**src/rtl/vs_stream_demux.sv**
```systemverilog
// Packet-aware 1:N valid/ready demux; destination latched on the first beat and held until s_last.
// Latency 1 cycle (registered outputs), s_ready follows m_ready[dest]; VS_DEMUX_DROP_EN drops out-of-range packets.
module vs_stream_demux #(
  parameter int WIDTH = 8,
  parameter int N_OUT = 4,
  parameter int SEL_W = $clog2(N_OUT)
) (
  input  logic             clk,
  input  logic             rst,
  input  logic [SEL_W-1:0] select,
  input  logic             s_valid,
  output logic             s_ready,
  input  logic [WIDTH-1:0] s_data,
  input  logic             s_last,
  output logic [N_OUT-1:0] m_valid,
  input  logic [N_OUT-1:0] m_ready,
  output logic [WIDTH-1:0] m_data,
  output logic             m_last,
  output logic [7:0]       drop_count
);

  typedef struct packed {
    logic             last;
    logic [WIDTH-1:0] data;
  } beat_t;

  typedef enum logic [1:0] {
    ST_IDLE = 2'd0,
    ST_BUSY = 2'd1,
    ST_DROP = 2'd2
  } state_t;

  localparam logic [SEL_W:0]   NOUT_EXT = N_OUT[SEL_W:0];
  localparam int               LAST_I   = N_OUT - 1;
  localparam logic [SEL_W-1:0] LAST_IDX = LAST_I[SEL_W-1:0];

  state_t           state, state_nxt;
  logic             full;
  logic [SEL_W-1:0] dest;
  logic [SEL_W-1:0] cur_dest;
  beat_t            beat_q;

  logic             sel_oor;
  logic             first_beat;
  logic             drop_beat;
  logic [SEL_W-1:0] beat_dest;
  logic             dest_rdy;
  logic             accept;
  logic             load;

  assign sel_oor = {1'b0, select} >= NOUT_EXT;

  // Decode the held destination into the one-hot valid and its ready.
  always_comb begin
    dest_rdy = 1'b0;
    m_valid  = '0;
    for (int i = 0; i < N_OUT; i++) begin
      if (dest == i[SEL_W-1:0]) begin
        dest_rdy   = m_ready[i];
        m_valid[i] = full;
      end
    end
  end

  always_ff @(posedge clk) begin
    if (rst) begin
      state <= ST_IDLE;
    end else begin
      state <= state_nxt;
    end
  end

  always_comb begin
    state_nxt = state;
    case (state)
      ST_IDLE: begin
        if (accept && !s_last) begin
          state_nxt = drop_beat ? ST_DROP : ST_BUSY;
        end
      end
      ST_BUSY, ST_DROP: begin
        if (accept && s_last) begin
          state_nxt = ST_IDLE;
        end
      end
      default: state_nxt = ST_IDLE;
    endcase
  end

  always_comb begin
    first_beat = (state == ST_IDLE);
    drop_beat  = 1'b0;
    beat_dest  = cur_dest;
    if (first_beat) begin
      beat_dest = sel_oor ? LAST_IDX : select;
    end
`ifdef VS_DEMUX_DROP_EN
    drop_beat = (state == ST_DROP) || (first_beat && sel_oor);
`endif
  end

  // Dropped beats never touch the output register, so they need no room in it.
  assign s_ready = !rst && (drop_beat || !full || dest_rdy);
  assign accept  = s_valid && s_ready;
  assign load    = accept && !drop_beat;

  always_ff @(posedge clk) begin
    if (rst) begin
      full     <= 1'b0;
      dest     <= '0;
      cur_dest <= '0;
      beat_q   <= '0;
    end else begin
      if (load) begin
        full   <= 1'b1;
        dest   <= beat_dest;
        beat_q <= '{last: s_last, data: s_data};
      end else if (full && dest_rdy) begin
        full <= 1'b0;
      end
      if (load && first_beat) begin
        cur_dest <= beat_dest;
      end
    end
  end

  assign m_data = beat_q.data;
  assign m_last = beat_q.last;

`ifdef VS_DEMUX_DROP_EN
  logic [7:0] drop_q;

  always_ff @(posedge clk) begin
    if (rst) begin
      drop_q <= 8'd0;
    end else if (accept && first_beat && drop_beat && (drop_q != 8'hFF)) begin
      drop_q <= drop_q + 8'd1;
    end
  end

  assign drop_count = drop_q;
`else
  assign drop_count = 8'd0;
`endif

endmodule

```
**config.mk**
```make
export PLATFORM = sky130hd
export DESIGN_NAME = vs_stream_demux
export DESIGN_NICKNAME = d
export VERILOG_FILES = /design/src/rtl/vs_stream_demux.sv
export SDC_FILE = /design/constraint.sdc
export NUM_CORES = 1
export LEC_CHECK = 0
export CORE_MARGIN = 4
export CORE_UTILIZATION = 36
export CTS_BUF_LIST = sky130_fd_sc_hd__clkbuf_8 sky130_fd_sc_hd__clkbuf_16
export DETAILED_ROUTE_END_ITERATION = 12
export PLACE_DENSITY = 0.74
export SYNTH_ARGS = -nofsm -noshare
export SYNTH_HDL_FRONTEND = slang
export SYNTH_SLANG_ARGS = --single-unit
```
**constraint.sdc**
```tcl
create_clock -name clk -period 1.55 [get_ports clk]
set_input_delay 0.155 -clock clk [delete_from_list [all_inputs] [get_ports clk]]
set_output_delay 0.155 -clock clk [all_outputs]
set_load 0.01 [all_outputs]
```
==> run metrics <==
GRT Total Usage=11.1%; I/O pin total=40; critical path's largest stage delay=380 ps; CTS tree=yes; Area Overhead vs Synth=42.9%; clock skew=8.07 ps; Max FO, Critical Path=5; Critical Path Source=dest[1]$_SDFFE_PP0P_; dpl ws=-249 ps; CP Buf/Inv Count=0; Starting Density=38.6%; routed vias/inst=4.55; Root Driver=clkbuf_8; RSZ-0062 raised after global routing=false; Reg2Reg Launch Point=dest[1]$_SDFFE_PP0P_; crit path cell chain=mux2_2 -> o221ai_1 -> mux2_2; total gr overflow=0; post-route cell area=1250 um^2; Lkg Pwr=0.536 nW; worst hold slack=473 ps; final hold violation count=0; Pre-antenna DRT Iters=4; DRC viols=0; detailed placement HPWL=1380 um; max-cap violations=0; Crit. End Element=register; post-CTS setup buffer count=0; Crit path top cell by count=mux2_2; Max clock buf depth=2; area leader, netlist=dfxtp_1; average size of a mapped cell=9.55 um^2; clock latency on the worst-skew pair=250 ps; Fmax=0.684 GHz; placed insts=151; top cell type's share of synthesized area=34.2%; critical path depth=3; maximum vdd drop=0.000564 V; Tmin final=1460 ps; Seq/Total Area, Yosys=34.2%; Worst EP arrival=1590 ps; largest net degree at the start of global routing=30; Routed Antenna Nets=0; kind of critical path=reg2reg; Placed Area=1200 um^2; die area=3290 um^2; share of cells above drive strength 1=16.5%; FF-to-FF setup slack=90 ps; Final Cycle Share=94.4%; Chip Width=57.4 um; Pwr Density=793 nW/um^2; final worst setup slack=87.3 ps; final setup violation count=0; Syn. warnings=0; Max Slew Vio Count=0; clk slew on worst S/H paths=50 ps; synth top area cells=dfxtp_1, mux2i_1, nand2b_1; Synth Instances=92; CTS Buf Count=3; first-pass GRT wire length=2950 um; CTS Sinks=15; Critical Path End=dest[1]$_SDFFE_PP0P_; Tot Pwr=0.996 mW; Placer Congestion=0.867; kind of cell adding the most delay to the critical path=multiplexers; via count=705; FF-to-FF End=dest[1]$_SDFFE_PP0P_; Layout Nets=146; CP required=1680 ps; Reg2Reg Depth=3; Worst path slowest cell=dfxtp_4; hold crit path type=reg2reg; core region area=2280 um^2; FF+latch count, synth=15; initial antenna violation count=0; H-tree depth=1; Die Ht=57.4 um; routed wire length=1780 um; std cell rows=17; startpoint types=register; iteration-0 DRC count of the detailed router=25; Finished Layout Cells=155; status=completed; vias in the first global route=684; Distinct cells, synth=17; n_diodes=0; Syn Std Cell Area=878 um^2; WL/cell=11.5 um; worst hold path startpoint=cur_dest[1]$_SDFFE_PP0P_; Port Buffers=31
## report_power, final
| part | internal (mW) | switching (mW) |
|---|---|---|
| Sequential | 0.416 | 0.0227 |
| Clock | 0.178 | 0.133 |
| Combinational | 0.151 | 0.0962 |
## sequential cells by signal, summed over array words and instances, names as in the netlist
| signal | flops |
|---|---|
| m_data | 8 |
| cur_dest | 2 |
| dest | 2 |
| full | 1 |
| m_last | 1 |
| state | 1 |
## metal layers
| metal | vias to the layer above | global-route usage [%] | share of wire [%] |
|---|---|---|---|
| met3 | 0 | 4.30 | 11 |
| li1 | 362 | - | - |
| met1 | 316 | 13.8 | 44 |
| met2 | 27 | 16.9 | 45 |
| met4 | 0 | 4.97 | 0 |
| met5 | - | 0 | 0 |
## placed cells by master (no fill, tap or decap), types with 2 or more instances in the layout
master / netlist / layout
clkdlybuf4s50_1: 0 / 26
nand2b_1: 24 / 24
mux2i_1: 15 / 14
dfxtp_1: 15 / 12
conb_1: 1 / 8
nor2_1: 6 / 6
buf_4: 8 / 6
dlygate4sd2_1: 0 / 4
a221oi_1: 3 / 3
mux2_2: 3 / 3
nor2b_1: 4 / 3
clkbuf_8: 0 / 3
and2_1: 2 / 2
mux2_4: 2 / 2
dfxtp_2: 0 / 2
## final cells by class
type,instances,area [um^2]
flip-flops and latches,15,307
clock inverters,1,5.00
clock buffers,3,41.3
well taps,28,35.0
fillers,220,1020
repair buffers,37,345
multi-input cells,71,522
## worst min-delay path, delay by kind of cell (launching register included)
family | cells | cell delay [ps]
multiplexers | 1 | 60
flip-flops | 1 | 310
AND/OR/NAND/NOR | 1 | 60
## worst min path at each step
stage,slack [ps],cells after the start,endpoint
floorplan,280,2,full$_SDFFE_PP0P_
detailed placement,460,2,m_data[0]$_SDFFE_PP0P_
global placement,460,2,m_data[0]$_SDFFE_PP0P_
global route,480,3,m_data[0]$_SDFFE_PP0P_
CTS,470,3,m_data[6]$_SDFFE_PP0P_
finish,470,2,cur_dest[1]$_SDFFE_PP0P_
## synthesized netlist by cell type
cell type	count
nand2b_1	24
dfxtp_1	15
mux2i_1	15
buf_4	8
nor2_1	6
nor2b_1	4
a221oi_1	3
clkbuf_1	3
mux2_2	3
and2_1	2
buf_6	2
mux2_4	2
and3_1	1
conb_1	1
nand2_1	1
o221a_1	1
o221ai_1	1
## per-stage QoR
stage / TNS (ps) / util (%)
floorplan: 0 / -
global placement: -491 / 52.8
detailed placement: -796 / 52.8
CTS: 0 / 55.1
global route: 0 / 55.1
finish: 0 / 55.1
## cells by family after synthesis
group | share of synthesized area (%)
simple gates | 25.1
compound gates | 5.27
flops | 34.2
buf+inv | 10.7
other cells | 0.427
mux | 24.4
## what timing repair did
action / CTS / global route
endpoints found under the setup margin: 7 / 1
hold buffers: 0 / 0
gates resized for setup: 11 / 4
cloned: 0 / 0
pin swaps: 0 / 0
(Power assumes the default switching activity.)
==> RTL edit 1, RTL diff (same flow settings) <==
The parameter `WIDTH` goes from 8 to 6.
--- a/src/rtl/vs_stream_demux.sv
+++ b/src/rtl/vs_stream_demux.sv
@@ -1,7 +1,7 @@
 // Packet-aware 1:N valid/ready demux; destination latched on the first beat and held until s_last.
 // Latency 1 cycle (registered outputs), s_ready follows m_ready[dest]; VS_DEMUX_DROP_EN drops out-of-range packets.
 module vs_stream_demux #(
-  parameter int WIDTH = 8,
+  parameter int WIDTH = 6,
   parameter int N_OUT = 4,
   parameter int SEL_W = $clog2(N_OUT)
 ) (
Ports: changed (resized m_data and s_data); port bits go from 40 to 36. No check against the original RTL was run, so the function may have changed too.
==> RTL edit 1 against the original RTL <==
- sequential cell count down 2
- design area shrank 9.3%
- worst setup slack lost 0.0097 ns
- total power is 11% lower
- wire length decreased by 14%
- area after synthesis fell by 10%
- worst hold slack better by 0.0017 ns
- highest routed layer unchanged
==> RTL edit 1: results (changes against the original RTL) <==
| Metric | Value |
|---|---|
| Layout cells sized above 1 | 16.4% (was 16.5%) |
| Cell-internal power | 672 uW (was 744 uW) |
| Sequential-to-total area share from yosys stat | 33.0% (was 34.2%) |
| Synth Warn # | 0 (unchanged) |
| Peak supply drop | 0.000510 V (was 0.000564 V) |
| Iter 0 DRT Violations | 10 (was 25) |
| Mux contribution to synthesized area | 24.6% (was 24.4%) |
| Worst slack, placed | -0.212 ns (was -0.249 ns) |
| Synth Area in Compound Gates | 5.86% (was 5.27%) |
| Post-synth top cells | nand2b_1, dfxtp_1, mux2i_1 (unchanged) |
| End of the critical path | dest[0] (was dest[1]) |
| Post-placement cell area | 0.00108 mm^2 (was 0.00120 mm^2) |
| CP startpoint | dest[0] (was dest[1]) |
| Area contributors post-synth | dfxtp_1, mux2i_1, nand2b_1 (unchanged) |
| Routed WL per cell | 10.7 um (was 11.5 um) |
| Hold path start | m_data[1] (was cur_dest[1]) |
| Logic pwr share | 25.1% (was 24.8%) |
| Syn Std Cell Area | 790 um^2 (was 878 um^2) |
| # port buffers | 27 (was 31) |
| Hold/Removal Path Class | reg2reg (unchanged) |
| Placed cells | 139 (was 151) |
| Vias in the first global route | 637 (was 684) |
| First-pass GRT wire length | 2.61 mm (was 2.95 mm) |
| Later-pin clock latency in the skew report | 0.23 ns (was 0.25 ns) |
| Clk_skew | 0.00218 ns (was 0.00807 ns) |
| Leakage | 0.000506 uW (was 0.000536 uW) |
| Worst Hold End | m_data[1] (was cur_dest[1]) |
| Status | complete, no violations (unchanged) |
| Post-DP HPWL | 1.20 mm (was 1.38 mm) |
| Post-Synthesis Cells | 83 (was 92) |
| Clk pwr share | 31.7% (was 31.2%) |
| RePlAce Congestion | 0.708 (was 0.867) |
| Reg2reg setup slack | 0.08 ns |
| Final Routed Wirelength | 1.53 mm (was 1.78 mm) |
| Max FO, Critical Path | 7 (was 5) |
| Nets | 133 (was 146) |
| Critical Path AT | 1.59 ns (about the same) |
| Largest net degree at the start of global routing | 26 (was 30) |
| Vias per std cell | 4.48 (was 4.55) |
| Post-Synth XOR/XNOR Area | 0% (unchanged) |
| Reg clk slew, reported paths | 0.05 ns (about the same) |
| Hold slack | 0.474 ns (was 0.473 ns) |
| Antenna Cells | 0 (unchanged) |
| Main synth FF type | dfxtp_1 (unchanged) |
| Total GRT Usage | 11.6% (was 11.1%) |
| 1st-pass router iterations | 2 (was 4) |
| Power Total | 886 uW (was 996 uW) |
| Setup WS post-layout | 0.0776 ns (was 0.0873 ns) |
| Max reg flops | 6 (was 8) |
-- RTL edit 1: worst register-to-register path, stage by stage (launching register included) --
cell	delay (ns)
dfxtp_4	0.39
mux2_2	0.35
o221ai_1	0.25
mux2_2	0.37
-- RTL edit 1: layout make-up --
cell class / count / area, um^2
fill: 203 / 883
multi-input combinational: 65 / 473
timing repair buffer: 34 / 320
sequential: 13 / 267
clock buffer: 3 / 41.3
tap: 27 / 33.8
clock inverter: 1 / 3.75
-- RTL edit 1: layer usage --
layer	vias up	global-route usage [%]	part of all wire (%)
met2	26	20.3	45
met3	0	3.27	9.2
li1	330	-	-
met5	-	0	0
met4	0	2.49	0
met1	284	13.8	46
-- RTL edit 1: what timing repair did --
| item | in CTS | in global routing |
|---|---|---|
| endpoints found under the setup margin | 11 | 1 |
| gates cloned | 0 | 0 |
| gates resized for setup | 10 | 1 |
| pin swaps | 0 | 0 |
==> RTL edit 2, RTL diff (same flow settings) <==
Without the edit above. The 3 states of `state_t` get a one-hot encoding in 3 bits.
--- a/src/rtl/vs_stream_demux.sv
+++ b/src/rtl/vs_stream_demux.sv
@@ -24,10 +24,10 @@
     logic [WIDTH-1:0] data;
   } beat_t;
 
-  typedef enum logic [1:0] {
-    ST_IDLE = 2'd0,
-    ST_BUSY = 2'd1,
-    ST_DROP = 2'd2
+  typedef enum logic [2:0] {
+    ST_IDLE = 3'b001,
+    ST_BUSY = 3'b010,
+    ST_DROP = 3'b100
   } state_t;
 
   localparam logic [SEL_W:0]   NOUT_EXT = N_OUT[SEL_W:0];
Check against the original RTL: same outputs for any inputs over 10 cycles, from zero or initial values and one cycle with rst high; not proved beyond that.
==> RTL edit 2 against the original RTL <==
- the run now ends with negative setup slack left
- non-clock buffer count grew 6
- utilization is 6.3 points higher
- design area fell by 3.0%
- total power is 9.4% higher
- wire length up 1.4%
- die area decreased by 12%
- area after synthesis fell by 14%
- cell count shrank 2.6%
- sequential cell count is 1 higher
- sequential power increased by 5.0%
- global-route usage up 2.5 points
- worst hold slack worse by 0.0021 ns
- worst setup slack lost 0.11 ns
- largest cell class is now buffers
- largest power group unchanged
- highest routed layer is now met4
==> RTL edit 2: results (changes against the original RTL) <==
| Metric | Value |
|---|---|
| Status | finished with violations (was complete, no violations) |
| Failing checks | negative setup slack |
| Post-synth top cells | dfxtp_1, nor2_1, mux2i_1 (was nand2b_1, dfxtp_1, mux2i_1) |
| Setup WS post-layout | -0.0193 ns (was 0.0873 ns) |
| Critical Path AT | 1.71 ns (was 1.59 ns) |
| Unique masters post-synth | 25 (was 17) |
| Total GRT Usage | 13.7% (was 11.1%) |
| Leakage | 0.000571 uW (was 0.000536 uW) |
| Vias in the first global route | 646 (was 684) |
| Worst slack, placed | -0.222 ns (was -0.249 ns) |
| 1st-pass router iterations | 2 (was 4) |
| Area contributors post-synth | dfxtp_1, mux2i_1, buf_4 (was dfxtp_1, mux2i_1, nand2b_1) |
| Antenna violations before repair | 0 (unchanged) |
| Cell family with most CP delay | compound AO/OA/AOI/OAI gates (was multiplexers) |
| Clk_skew | 0.000626 ns (was 0.00807 ns) |
| Largest net degree at the start of global routing | 17 (was 30) |
| Sequential-to-total area share from yosys stat | 42.3% (was 34.2%) |
| Setup Viol. Count Final | 2 (was 0) |
| Layout cells sized above 1 | 18.5% (was 16.5%) |
| Nets | 143 (was 146) |
| Iter 0 DRT Violations | 4 (was 25) |
| Vias | 700 (was 705) |
| Clk buf depth | 2 (unchanged) |
| Later-pin clock latency in the skew report | 0.25 ns (about the same) |
| Max FO, Critical Path | 4 (was 5) |
| Num CTS Buffers | 3 (unchanged) |
| Synth Warn # | 0 (unchanged) |
| First-pass GRT wire length | 2.77 mm (was 2.95 mm) |
| Slowest CP cell | a221oi_4 (was dfxtp_4) |
| Synth Area per Inst | 9.23 um^2 (was 9.55 um^2) |
| Post-DP HPWL | 1.36 mm (was 1.38 mm) |
| Main synth FF type | dfxtp_1 (unchanged) |
| Peak supply drop | 0.000722 V (was 0.000564 V) |
| Final Routed Wirelength | 1.80 mm (was 1.78 mm) |
| Fill count | 186 (was 220) |
| RePlAce Congestion | 0.755 (was 0.867) |
-- RTL edit 2: metal layers --
layer,routed length [um],up-vias,part of all wire (%),track usage (%)
met4,23,0,1.3,7.66
li1,-,353,-,-
met5,0,-,0,0
met1,739,313,41,14.8
met2,847,32,47,22.8
met3,190,2,11,4.99
-- RTL edit 2: stage by stage --
stage | TNS [ns] | hold slack [ns] | area, um^2 | instances
after global placement | -2.41 | 0.460 | 1130 | 146
after floorplan | -0.158 | 0.276 | 787 | 89
after global routing | -0.975 | 0.510 | 1220 | 151
after CTS | -0.803 | 0.477 | 1200 | 151
after detailed placement | -2.65 | 0.467 | 1130 | 146
final | -0.0231 | 0.470 | 1220 | 151
-- RTL edit 2: where the power goes --
part,switching (uW),internal [uW]
registers,19.5,441
logic,108,153
clock network,141,225
total,269,820
-- RTL edit 2: path summary, 6_finish.rpt --
kind	startpoint	to	slack, ns	depth (start not counted)
max	dest[1]	state[1]	-0.02	6
min	cur_dest[0]	cur_dest[0]	0.47	2
max reg2reg	dest[1]	state[1]	-0.02	6
min reg2reg	cur_dest[0]	cur_dest[0]	0.47	2
-- RTL edit 2: cell families (layout without fill, tap and decap cells) --
logic type,after synthesis,after routing,synth area share [%]
AND/OR/NAND/NOR,30,30,18.0
multiplexers,10,10,13.2
buffers and inverters,13,48,11.9
flip-flops,16,16,42.3
AO/OA/AOI/OAI,12,12,14.0
other,1,8,0.495
-- RTL edit 2: layout make-up --
| type | instances | share of cell area (%) |
|---|---|---|
| inverters | 1 | 0.308 |
| repair buffers | 43 | 33.9 |
| flip-flops and latches | 16 | 26.6 |
| well taps | 27 | 2.77 |
| multi-input cells | 60 | 31.9 |
| clock buffers | 4 | 4.52 |
-- RTL edit 2: worst register-to-register path: stages (launching register included) --
cell and delay, ns:
dfxtp_4 0.36, mux2i_1 0.13, buf_4 0.15, a221oi_4 0.37, buf_4 0.18, nand2_2 0.05, a32o_1 0.21
-- RTL edit 2: repair_timing --
item / 4_1_cts / 5_1_grt
setup buffers: 1 / 1
pin swaps: 3 / 5
hold buffers: 0 / 0
endpoints found under the setup margin: 16 / 18
resized for setup: 9 / 8
